==> src/rtl/leg_out_fifo.sv <==
// leg_out_fifo: output-side buffer behind the LEG core's architectural output port.
// Bytes written with arch_output_enable go into a first-word-fall-through FIFO.
// They leave over a valid/ready handshake. The core cannot be stalled, so the
// FIFO never back-pressures it. A push that arrives while the FIFO is full and
// nothing is popped is dropped, and the loss is recorded in the sticky overflow
// flag.
// Optional build macro LEG_OUT_FIFO_DROPCNT_EN adds a saturating 8-bit count of
// dropped pushes on drop_count. Without it, drop_count is tied to zero.
//
// Occupancy state (implicit in level):
//   state   | meaning
//   EMPTY   | level == 0, nothing to present, out_data forced to zero
//   PARTIAL | 1 <= level <= DEPTH-1, pushes and pops both accepted
//   FULL    | level == DEPTH, a lone push is dropped, push+pop still completes
module leg_out_fifo #(
  parameter int UUID      = 0,
  parameter int DEPTH     = 8,
  parameter int BIT_WIDTH = 8
) (
  input  logic                   clk,
  input  logic                   rst,
  input  logic                   arch_output_enable,
  input  logic [BIT_WIDTH-1:0]   arch_output_value,
  output logic                   out_valid,
  output logic [BIT_WIDTH-1:0]   out_data,
  input  logic                   out_ready,
  output logic [$clog2(DEPTH):0] level,
  output logic                   full,
  output logic                   empty,
  output logic                   overflow,
  input  logic                   clear_overflow,
  output logic [7:0]             drop_count
);

  localparam int AW = $clog2(DEPTH);
  localparam int LW = AW + 1;

  localparam logic [AW-1:0] PTR_ONE  = AW'(1);
  localparam logic [LW-1:0] LVL_ONE  = LW'(1);
  localparam logic [LW-1:0] LVL_ZERO = LW'(0);
  localparam logic [LW-1:0] LVL_FULL = LW'(DEPTH);

  localparam logic [1:0] ST_EMPTY   = 2'b00;
  localparam logic [1:0] ST_PARTIAL = 2'b01;
  localparam logic [1:0] ST_FULL    = 2'b10;

  // Reject parameter values the pointer arithmetic cannot support.
  if (DEPTH < 2 || (DEPTH & (DEPTH - 1)) != 0) begin : g_bad_depth
    $error("leg_out_fifo: DEPTH must be a power of two and at least 2");
  end
  if (BIT_WIDTH < 1) begin : g_bad_width
    $error("leg_out_fifo: BIT_WIDTH must be at least 1");
  end
  if (UUID < 0) begin : g_bad_uuid
    $error("leg_out_fifo: UUID must be non-negative");
  end

  logic [BIT_WIDTH-1:0] mem [DEPTH];
  logic [AW-1:0]        wr_ptr;
  logic [AW-1:0]        rd_ptr;
  logic [LW-1:0]        level_q;
  logic                 overflow_q;
  logic [1:0]           state;

  logic push;
  logic pop;
  logic wr_en;
  logic drop;

  // Decode the occupancy state from the registered level counter.
  always_comb begin
    state = ST_PARTIAL;
    if (level_q == LVL_ZERO) begin
      state = ST_EMPTY;
    end else if (level_q == LVL_FULL) begin
      state = ST_FULL;
    end
  end

  assign empty     = (state == ST_EMPTY);
  assign full      = (state == ST_FULL);
  assign level     = level_q;
  assign overflow  = overflow_q;
  assign out_valid = !empty;

  // A pop frees the head slot in the same edge, so a push into a full FIFO
  // still completes when the consumer takes the head at the same time.
  assign push  = arch_output_enable;
  assign pop   = out_valid && out_ready;
  assign wr_en = push && (!full || pop);
  assign drop  = push && full && !pop;

  // Head entry is read combinationally and zeroed while nothing is buffered.
  assign out_data = out_valid ? mem[rd_ptr] : '0;

  // Storage array, deliberately left out of reset.
  always_ff @(posedge clk) begin
    if (wr_en) begin
      mem[wr_ptr] <= arch_output_value;
    end
  end

  // Write pointer advances on every accepted push and wraps modulo DEPTH.
  always_ff @(posedge clk or negedge rst) begin
    if (!rst) begin
      wr_ptr <= '0;
    end else if (wr_en) begin
      wr_ptr <= wr_ptr + PTR_ONE;
    end
  end

  // Read pointer advances on every pop and wraps modulo DEPTH.
  always_ff @(posedge clk or negedge rst) begin
    if (!rst) begin
      rd_ptr <= '0;
    end else if (pop) begin
      rd_ptr <= rd_ptr + PTR_ONE;
    end
  end

  // Occupancy counter is kept separately from the pointers. A simultaneous push and pop leaves it unchanged.
  always_ff @(posedge clk or negedge rst) begin
    if (!rst) begin
      level_q <= '0;
    end else begin
      case ({wr_en, pop})
        2'b10:   level_q <= level_q + LVL_ONE;
        2'b01:   level_q <= level_q - LVL_ONE;
        default: level_q <= level_q;
      endcase
    end
  end

  // Sticky loss flag. If a drop and a clear happen in the same cycle, the drop wins.
  always_ff @(posedge clk or negedge rst) begin
    if (!rst) begin
      overflow_q <= 1'b0;
    end else if (drop) begin
      overflow_q <= 1'b1;
    end else if (clear_overflow) begin
      overflow_q <= 1'b0;
    end
  end

`ifdef LEG_OUT_FIFO_DROPCNT_EN
  logic [7:0] drop_cnt_q;

  // Saturating drop counter. A clear in the same cycle as a drop restarts the count at 1.
  always_ff @(posedge clk or negedge rst) begin
    if (!rst) begin
      drop_cnt_q <= 8'd0;
    end else if (drop) begin
      if (clear_overflow) begin
        drop_cnt_q <= 8'd1;
      end else if (drop_cnt_q != 8'hFF) begin
        drop_cnt_q <= drop_cnt_q + 8'd1;
      end
    end else if (clear_overflow) begin
      drop_cnt_q <= 8'd0;
    end
  end

  assign drop_count = drop_cnt_q;
`else
  assign drop_count = 8'd0;
`endif

endmodule

==> config.mk <==
export PLATFORM = sky130hd
export DESIGN_NAME = leg_out_fifo
export DESIGN_NICKNAME = d
export VERILOG_FILES = /design/src/rtl/leg_out_fifo.sv
export SDC_FILE = /design/constraint.sdc
export NUM_CORES = 1
export LEC_CHECK = 0
export CAP_MARGIN = 15
export CORE_AREA = 2 2 83 85
export DETAILED_ROUTE_END_ITERATION = 6
export DIE_AREA = 0 0 85 87
export GPL_TIMING_DRIVEN = 0
export PLACE_DENSITY = 0.82
export SYNTH_ARGS = -nofsm -noshare
export SYNTH_HDL_FRONTEND = slang
export SYNTH_SLANG_ARGS = --single-unit
==> constraint.sdc <==
create_clock -name clk -period 2.4 [get_ports clk]
set_input_delay 0.36 -clock clk [delete_from_list [all_inputs] [get_ports clk]]
set_output_delay 0.36 -clock clk [all_outputs]
set_load 0.02 [all_outputs]
# Word-level counts from Yosys, hierarchy flattened
# Memory sizes are Yosys's and may differ from the RTL's.
# Cells that the tools add are included.
[word_totals]
ram_bits = 64
rom_bits = 0
memories = 1
latch_bits = 0
wordCells = 33
reg_bits = 11
[classes]
magnitude_cmp = 0
addsub = 4
n_shift = 0
mul = 0
bitwise = 0
muxes = 8
eq_ne = 4
reduce_logical = 12
div_mod_pow = 0
[memory_table]
columns = ["memory", "words", "word_bits", "read_ports", "rd_clocked_by_memory_dff", "write_ports", "line", "source"]
rows = [
  ["mem", 8, 8, 1, 0, 1, "58", "logic [BIT_WIDTH-1:0] mem [DEPTH];"],
]
[op_table]
columns = ["op", "count"]
rows = [
  ["$mux W8", 1],
  ["$pmux W4 S2", 1],
  ["$add A3 B1 Y3 const B", 2],
  ["$add A4 B1 Y4 const B", 1],
  ["$eq A2 B2 Y1 const B", 2],
  ["$eq A4 B4 Y1 const B", 1],
  ["$logic_and A1 B1 Y1", 4],
  ["$logic_not A4 Y1", 1],
  ["$mux W1", 4],
  ["$mux W2", 2],
  ["$reduce_bool A2 Y1", 2],
  ["$sub A4 B1 Y4 const B", 1],
  ["$logic_not A1 Y1", 3],
  ["$eq A2 B1 Y1 const B", 1],
  ["$logic_not A2 Y1", 1],
  ["$logic_or A1 B1 Y1", 1],
]

# Longest topological paths before layout
# Gate-level depths: netlist of the first run.
[logic_depth]
depth_word = 10
ltp_mapped = 12
ltp_nobuf = 10

# Least setup slack after synthesis of the first run
# Ideal clock, no wire load.
[synth_path]
path_kind = "reg-to-reg"
startpoint = "reg level_q[1] (netlist: level[1])"
endpoint = "reg level_q[2] (netlist: level[2])"
period_less_slack_ns = 2.892
path_stages_with_launch = 13
t_required_ns = 2.262
path_slack_ns = -0.492
arrival_time_ns = 2.754
setup_time_ns = 0.138
path_cell_list = "dfrtp_1 -> buf_6 -> nor4_4 -> inv_2 -> and2_4 -> buf_6 -> ha_1 -> xor2_1 -> ha_1 -> a21oi_1 -> xor2_1 -> nor2_1 -> xor2_1"
[synth_between]
elab_chain_cells = 10
[synth_lines]
columns = ["item", "line", "source"]
rows = [
  ["start, declared", "61", "logic [LW-1:0] level_q;"],
  ["start signal, assigned", "127", "2'b10: level_q <= level_q + LVL_ONE;"],
  ["start signal, assigned", "128", "2'b01: level_q <= level_q - LVL_ONE;"],
  ["start signal, assigned", "129", "default: level_q <= level_q;"],
  ["$eq A4 B4 Y1", "75", "end else if (level_q == LVL_FULL) begin"],
  ["$mux W2", "75", ""],
  ["$mux W2 (*)", "73", "if (level_q == LVL_ZERO) begin"],
  ["$logic_not A2 Y1 (*)", "80", "assign empty = (state == ST_EMPTY);"],
  ["net empty", "29", "output logic empty,"],
  ["$logic_not A1 Y1 (*)", "84", "assign out_valid = !empty;"],
  ["net out_valid", "24", "output logic out_valid,"],
  ["$logic_and A1 B1 Y1 (*)", "89", "assign pop = out_valid && out_ready;"],
  ["net pop", "66", "logic pop;"],
  ["$logic_or A1 B1 Y1", "90", "assign wr_en = push && (!full || pop);"],
  ["$logic_and A1 B1 Y1", "90", ""],
  ["$eq A2 B1 Y1 / $eq A2 B2 Y1 (equally long branches)", "126", "case ({wr_en, pop})"],
  ["$pmux W4 S2 / $reduce_bool A2 Y1 (equally long branches)", "-", ""],
]
# Mark *: on every way through the listed nets, which the timed path passes. The rest lies on a longest branch.
# A chain may end at the register's enable or synchronous reset.

# Final worst setup path of the first run
[layout_path]
startpoint = "reg level_q[0] (netlist: level[0])"
endpoint = "reg level_q[3] (netlist: level[3])"
[layout_between]
elab_chain_cells = 10
[layout_lines]
columns = ["item", "line"]
rows = [
  ["$eq A4 B4 Y1", "75"],
  ["$mux W2", "75"],
  ["$mux W2", "73"],
  ["$logic_not A2 Y1", "80"],
  ["$logic_not A1 Y1", "84"],
  ["$logic_and A1 B1 Y1", "89"],
  ["$logic_or A1 B1 Y1", "90"],
  ["$logic_and A1 B1 Y1", "90"],
  ["$eq A2 B1 Y1 / $eq A2 B2 Y1 (equally long branches)", "126"],
  ["$pmux W4 S2 / $reduce_bool A2 Y1 (equally long branches)", "-"],
]
# Several ways; a longest one is shown, not always the timed one.

==> reports/metrics.json, run 1 <==
{
  "synth_top_cells_by_area": {"value": "edfxtp_1, mux4_2, dfrtp_1, mux2i_1, ha_1"},
  "finalWirelength": {"value": 5830, "unit": "um"},
  "routability_congestion_estimate": {"value": 0.711},
  "final_period_minus_worst_setup_slack": {"value": 2.36, "unit": "ns"},
  "drv.max_cap_violation_count": {"value": 0},
  "clock_tree.buffer_depth": {"value": 2},
  "grt_start_max_net_pins": {"value": 13},
  "crit_start": {"value": "level[0]"},
  "worst-path-max-fanout": {"value": 8},
  "worstPathCellList": {"value": "or4b_4 > o21a_4 > inv_4 > ha_2 > nand2b_1 > a2111oi_4 > nor3_1 > xnor2_1"},
  "report.final.setup_viol": {"value": 0},
  "netlist_area": {"value": 3150, "unit": "sq um"},
  "synth_edf_count": {"value": 64},
  "yosys-top-cells-count": {"value": "edfxtp_1, mux4_2, nor2_1, dfrtp_1"},
  "ys_types": {"value": 32},
  "routed_via_density": {"value": 5.28},
  "via_count_of_the_first_global_routing_pass": {"value": 1764},
  "synth_seq_area_share": {"value": 69.7, "unit": "%"},
  "drt_iter0_markers": {"value": 135},
  "power.density_cell_area": {"value": 1180, "unit": "nW/um^2"},
  "min_period_over_period": {"value": 98.4, "unit": "%"},
  "core_area": {"value": 6570, "unit": "sq um"},
  "outcome": {"value": "complete, no violations"},
  "worstSetupEndpointType": {"value": "flip-flop"},
  "groute.usage.overall": {"value": 17.2, "unit": "%"},
  "peak_supply_drop": {"value": 0.574, "unit": "mV"},
  "die_w": {"value": 85, "unit": "um"},
  "actual_transition_at_the_worst_max_transition_pin": {"value": 0.893, "unit": "ns"},
  "top_count_cell_post_synth": {"value": "edfxtp_1"},
  "root_buffer": {"value": "clkbuf_8"},
  "first_pass_detailed_route_iteration_total": {"value": 4},
  "grt_overflow": {"value": 0},
  "timing_worst_setup_path_type": {"value": "reg -> reg"},
  "slew-limit-headroom": {"value": 40.2, "unit": "%"},
  "rsz0062_at_grt": {"value": "yes"},
  "min-delay-path-class": {"value": "in -> async"},
  "initial_utilization": {"value": 48.0, "unit": "%"},
  "antennaDiodeCount": {"value": 0},
  "numPortBuffers": {"value": 28},
  "cells_after_synthesis": {"value": 175},
  "final.setup.tns": {"value": 0, "unit": "ns"},
  "dieHeight": {"value": 87, "unit": "um"},
  "critPathSlowestCell": {"value": "or4b_4"},
  "rows": {"value": 30},
  "drive_above_1_share": {"value": 34.9, "unit": "%"},
  "detailroute.via_count": {"value": 1694},
  "clkSlewWorstSetupHoldPaths": {"value": 0.07, "unit": "ns"},
  "cts_tree": {"value": "built"},
  "yosysTopAreaCell": {"value": "edfxtp_1"},
  "final_antenna_net_count": {"value": 0},
  "clock_latency": {"value": 0.34, "unit": "ns"},
  "initial_antenna_violation_count": {"value": 0},
  "r2r_end": {"value": "level[3]"},
  "synth-seq-cells": {"value": 75},
  "crit_required": {"value": 2.62, "unit": "ns"},
  "post_drt_wl_per_cell": {"value": 18.1, "unit": "um"},
  "fp.dieArea": {"value": 7400, "unit": "sq um"},
  "timing.critical_path.slowest_cell_delay": {"value": 0.56, "unit": "ns"},
  "area_growth_syn_to_layout": {"value": 23.7, "unit": "%"},
  "r2r_slack": {"value": 0.04, "unit": "ns"},
  "post-synth-top-area-fraction": {"value": 61.0, "unit": "%"},
  "clock_sinks": {"value": 75},
  "cellLeakagePower": {"value": 1.41, "unit": "nW"},
  "timing_hold_violations_final": {"value": 0},
  "worstReg2RegStart": {"value": "level[0]"},
  "drv_slew": {"value": 0},
  "synth-main-ff-cell": {"value": "edfxtp_1"},
  "drc": {"value": 0},
  "io_pins": {"value": 37},
  "sort_of_element_at_the_start_of_the_critical_path": {"value": "flip-flop"},
  "h_tree_depth": {"value": 3},
  "worst_setup_path_endpoint": {"value": "level[3]"},
  "postSynth.asyncResetShare": {"value": 14.7, "unit": "%"},
  "post-layout-total-power": {"value": 4.60, "unit": "mW"},
  "num-nets-final": {"value": 254},
  "fmaxAchievable": {"value": 423, "unit": "MHz"},
  "cts_made_buffers": {"value": 9},
  "r2r_cells": {"value": 8},
  "fin_skew": {"value": 0.00634, "unit": "ns"},
  "syn_area_per_cell": {"value": 18.0, "unit": "sq um"},
  "detailedPlacementHpwl": {"value": 3860, "unit": "um"},
  "critPathArrivalTime": {"value": 2.58, "unit": "ns"},
  "synth.yosys.warnings": {"value": 0},
  "grt_pass1_wl": {"value": 9160, "unit": "um"}
}
==> final cells by class <==
type                            instances  area, sq um
Fill cell                             501         2670
Sequential cell                        75         2200
Multi-Input combinational cell         87          920
Timing Repair Buffer                   43          353
Buffer                                 15          143
Clock buffer                           10          128
Tap cell                               80          100
Clock inverter                          6         32.5
Inverter                                5         21.3
==> routing by layer <==
metal / GRT usage (%) / part of all wire, % / wire length [um] / vias to the layer above
met5: 0 / 0 / 0 / -
met4: 7.22 / 1.4 / 80 / 0
met3: 4.27 / 5.4 / 316 / 8
met2: 28.3 / 51 / 2960 / 54
met1: 22.0 / 42 / 2470 / 858
li1: - / - / - / 774
==> cells in the final DEF, fill, tap and decap left out, types with 3 or more instances in the layout <==
cell / Yosys / routed
nor2_1: 12 / 12
xnor2_1: 5 / 5
buf_2: 2 / 3
clkdlybuf4s50_1: 0 / 19
inv_1: 3 / 3
nand2b_1: 3 / 3
clkbuf_2: 0 / 6
mux2i_1: 8 / 8
buf_4: 8 / 21
dfrtp_1: 11 / 8
buf_6: 2 / 3
nand2_1: 7 / 7
mux4_2: 16 / 16
clkbuf_8: 0 / 10
dfrtp_2: 0 / 3
xor2_1: 4 / 4
conb_1: 1 / 8
nor3_1: 5 / 4
edfxtp_1: 64 / 64
==> where the power goes <==
group	switching (mW)	leakage [nW]	internal, mW
registers	0.168	0.709	1.68
clock network	0.436	0.0771	0.364
logic	1.00	0.627	0.951
==> sequential cells by signal, summed over array words and instances (netlist names) <==
signal and cells:
mem 64, level 4, rd_ptr 3, wr_ptr 3, overflow 1
==> timing repair <==
| item | in CTS | in global routing |
|---|---|---|
| endpoints found under the setup margin | 14 | 12 |
| endpoints found under the hold margin | 0 | 0 |
| pin swaps | 6 | 3 |
| gates resized for setup | 36 | 10 |
| setup buffers | 8 | 2 |
| hold buffers | 0 | 0 |
| gates cloned | 0 | 0 |
==> through the flow <==
stage          area [sq um]  hold WS, ns  utilization, %  setup slack, ns  instances
6_report               3900        0.360            59.3           0.0380        321
5_1_grt                3900        0.388            59.3          -0.0907        321
4_1_cts                3890        0.366            59.3          0.00146        319
3_5_place_dp           3630        0.515            55.3           -0.555        295
3_3_place_gp           3590        0.516            54.6           -0.595        290
2_1_floorplan          3210       0.0644               -           -0.205        182
==> worst min path at each step <==
stage | from | endpoint | depth (start not counted)
after global routing | rst | rd_ptr[2] | 1
final | rst | wr_ptr[0] | 1
after floorplan | rst | level[0] | 0
after CTS | rst | overflow | 1
after global placement | level[3] | level[3] | 1
after detailed placement | level[3] | level[3] | 1
==> logic make-up (layout without fill, tap and decap cells) <==
family          Yosys count  in the layout  share of synthesized area [%]
compound gates            4              4                          0.953
xor+xnor                  9              9                           2.50
fa+ha+maj                 5              5                           1.99
buf+inv                  20             79                           3.89
flops                    75             75                           69.7
mux                      26             26                           14.8
other cells               1              8                          0.119
simple gates             35             35                           6.00
==> worst max-delay path: cells and delay by family, from the launching register on <==
| family | cells | cell delay, ns |
|---|---|---|
| adders and majority gates | 1 | 0.21 |
| xor gates and xnor gates | 1 | 0.13 |
| DFF | 1 | 0.48 |
| buffers and inverters | 1 | 0.07 |
| and+or+nand+nor | 3 | 0.77 |
| AOI/OAI and AO/OA | 2 | 0.58 |
No activity file was read; power rests on OpenSTA's default activity.
==> inputs of run 2 (changes only) <==
SLEW_MARGIN = 5   (was not set)
==> run 2 against run 1 <==
  * Non-clock buffer count grew 3
  * Final area grew 0.67%
  * Cell count grew 0.93%
  * First-iteration DRC count shrank 10%
  * Combinational power grew 3%
  * Critical path type unchanged
==> reports/metrics.json, run 2 (synthesized netlist as in run 1, its figures left out) <==
{
  "initial_antenna_violation_count": {"value": 0},
  "timing_worst_setup_path_type": {"value": "reg -> reg"},
  "worst_setup_path_endpoint": {"value": "level[2]"},
  "numPortBuffers": {"value": 28},
  "drv_slew": {"value": 0},
  "clock_sinks": {"value": 75},
  "grt_pass1_wl": {"value": 8980, "unit": "um"},
  "largest_register_ff_count": {"value": 64},
  "timing.critical_path.slowest_cell_delay": {"value": 0.49, "unit": "ns"},
  "die_w": {"value": 85, "unit": "um"},
  "final_period_minus_worst_setup_slack": {"value": 2.36, "unit": "ns"},
  "root_buffer": {"value": "clkbuf_8"},
  "drc": {"value": 0},
  "post_layout_nonfiller_instances": {"value": 324},
  "power.density_cell_area": {"value": 1180, "unit": "nW/um^2"},
  "clkSlewWorstSetupHoldPaths": {"value": 0.07, "unit": "ns"},
  "routability_congestion_estimate": {"value": 0.711},
  "worstSetupEndpointType": {"value": "flip-flop"},
  "antennaDiodeCount": {"value": 0},
  "reg_top3": {"value": "mem x64, level x4"},
  "groute.usage.overall": {"value": 16.9, "unit": "%"},
  "detailedPlacementHpwl": {"value": 3750, "unit": "um"},
  "cts_tree": {"value": "built"},
  "critPathArrivalTime": {"value": 2.62, "unit": "ns"},
  "num-fill-cells": {"value": 504},
  "rows": {"value": 30},
  "via_count_of_the_first_global_routing_pass": {"value": 1719},
  "crit_required": {"value": 2.66, "unit": "ns"},
  "outcome": {"value": "complete, no violations"},
  "routed_via_density": {"value": 5.28},
  "dieHeight": {"value": 87, "unit": "um"},
  "r2r_cells": {"value": 11},
  "cts_made_buffers": {"value": 9},
  "mostFrequentLayoutCells": {"value": "edfxtp_1, buf_4, clkdlybuf4s50_1"},
  "min-delay-path-class": {"value": "in -> async"},
  "clock_tree.buffer_depth": {"value": 2},
  "cellLeakagePower": {"value": 1.43, "unit": "nW"},
  "grt_start_max_net_pins": {"value": 13},
  "detailroute.via_count": {"value": 1712},
  "hold-worst-slack": {"value": 0.353, "unit": "ns"},
  "min_period_over_period": {"value": 98.4, "unit": "%"},
  "post_drt_wl_per_cell": {"value": 18.0, "unit": "um"},
  "layout.cells.most_common": {"value": "edfxtp_1"},
  "clock_latency": {"value": 0.35, "unit": "ns"},
  "sort_of_element_at_the_start_of_the_critical_path": {"value": "flip-flop"},
  "r2r_end": {"value": "level[2]"},
  "core_area": {"value": 6570, "unit": "sq um"},
  "final_antenna_net_count": {"value": 0},
  "worstPathCellList": {"value": "buf_6 > or4b_4 > o21a_4 > inv_4 > ha_4 > xor2_2 > ha_2 > a21oi_2 > xor2_1 > nor2_1 > xor2_1"},
  "layout.area.seq": {"value": 2200, "unit": "sq um"},
  "drt_iter0_markers": {"value": 121},
  "worst-path-max-fanout": {"value": 6},
  "worstReg2RegStart": {"value": "level[1]"},
  "r2r_slack": {"value": 0.04, "unit": "ns"},
  "fin_skew": {"value": 0.00838, "unit": "ns"},
  "actual_transition_at_the_worst_max_transition_pin": {"value": 0.911, "unit": "ns"},
  "rsz0062_at_grt": {"value": "yes"},
  "slew-limit-headroom": {"value": 39.1, "unit": "%"},
  "final.setup.tns": {"value": 0, "unit": "ns"},
  "timing.critical_path.mode_cell": {"value": "xor2_1"},
  "timing_hold_violations_final": {"value": 0},
  "initial_utilization": {"value": 48.0, "unit": "%"},
  "regMostFlops": {"value": "mem"},
  "fmaxAchievable": {"value": 424, "unit": "MHz"},
  "num-nets-final": {"value": 257},
  "drive_above_1_share": {"value": 36.5, "unit": "%"},
  "fin_util": {"value": 59.7, "unit": "%"},
  "area_growth_syn_to_layout": {"value": 24.5, "unit": "%"},
  "report.final.setup_viol": {"value": 0},
  "peak_supply_drop": {"value": 0.600, "unit": "mV"},
  "fp.dieArea": {"value": 7400, "unit": "sq um"},
  "crit_start": {"value": "level[1]"},
  "critPathSlowestCell": {"value": "or4b_4"},
  "numPlacedInstances": {"value": 293},
  "h_tree_depth": {"value": 3},
  "io_pins": {"value": 37},
  "grt_overflow": {"value": 0},
  "area_occupied_by_multi_input_gates": {"value": 920, "unit": "sq um"},
  "finalWirelength": {"value": 5840, "unit": "um"},
  "first_pass_detailed_route_iteration_total": {"value": 4},
  "drv.max_cap_violation_count": {"value": 0}
}
run 2: cell count changes in the layout (fill, tap and decap cells not counted), sizes merged:
cell / change
buf: +4
clkbuf: -1
run 2: critical path: cells and delay by family (launching register included):
family	cells	cell delay (ns)
AND/OR/NAND/NOR	2	0.62
flip-flops	1	0.39
XOR/XNOR	3	0.44
AO/OA/AOI/OAI	2	0.28
adder cells (fa/ha/maj)	2	0.36
buffers and inverters	2	0.21
run 2: routing by layer:
| metal | track usage (%) | up-vias | wire length [um] |
|---|---|---|---|
| met2 | 27.1 | 47 | 2980 |
| met3 | 5.02 | 7 | 251 |
| met1 | 21.8 | 874 | 2540 |
| met4 | 6.93 | 0 | 76 |
| met5 | 0 | - | 0 |
| li1 | - | 784 | - |
run 2: final cells by class:
class | instances | area share (%)
sequential | 75 | 56.1
multi-input combinational | 87 | 23.4
timing repair buffer | 46 | 9.66
buffer | 15 | 3.64
clock buffer | 10 | 3.25
tap | 80 | 2.55
clock inverter | 6 | 0.829
inverter | 5 | 0.542
run 2: per-stage QoR:
| stage | total power [mW] | worst slack, ns | instance area, sq um |
|---|---|---|---|
| after floorplan | 3.07 | -0.205 | 3210 |
| after global placement | 3.69 | -0.595 | 3590 |
| after detailed placement | 3.77 | -0.563 | 3620 |
| after CTS | 4.67 | 0.000715 | 3910 |
| after global routing | 4.87 | -0.0746 | 3920 |
| final | 4.64 | 0.0390 | 3920 |
run 2: power by group:
group | internal [mW] | switching (mW) | leakage [nW]
clock | 0.364 | 0.442 | 0.0771
sequential | 1.68 | 0.140 | 0.709
combinational | 0.977 | 1.03 | 0.642
run 2: repair_timing:
action	in CTS	in global routing
endpoints found under the hold margin	0	0
pin swaps	6	1
cloned	0	0
hold buffers	0	0
setup buffers	10	5
resized for setup	36	11
endpoints found under the setup margin	14	10
run 2: how the worst min path moves through the flow:
stage                     startpoint        end  slack, ns
after floorplan                  rst   level[0]       0.06
after CTS                        rst   overflow       0.36
after detailed placement    level[3]   level[3]       0.52
after global placement      level[3]   level[3]       0.52
after global routing             rst   overflow       0.38
final                            rst  wr_ptr[0]       0.35
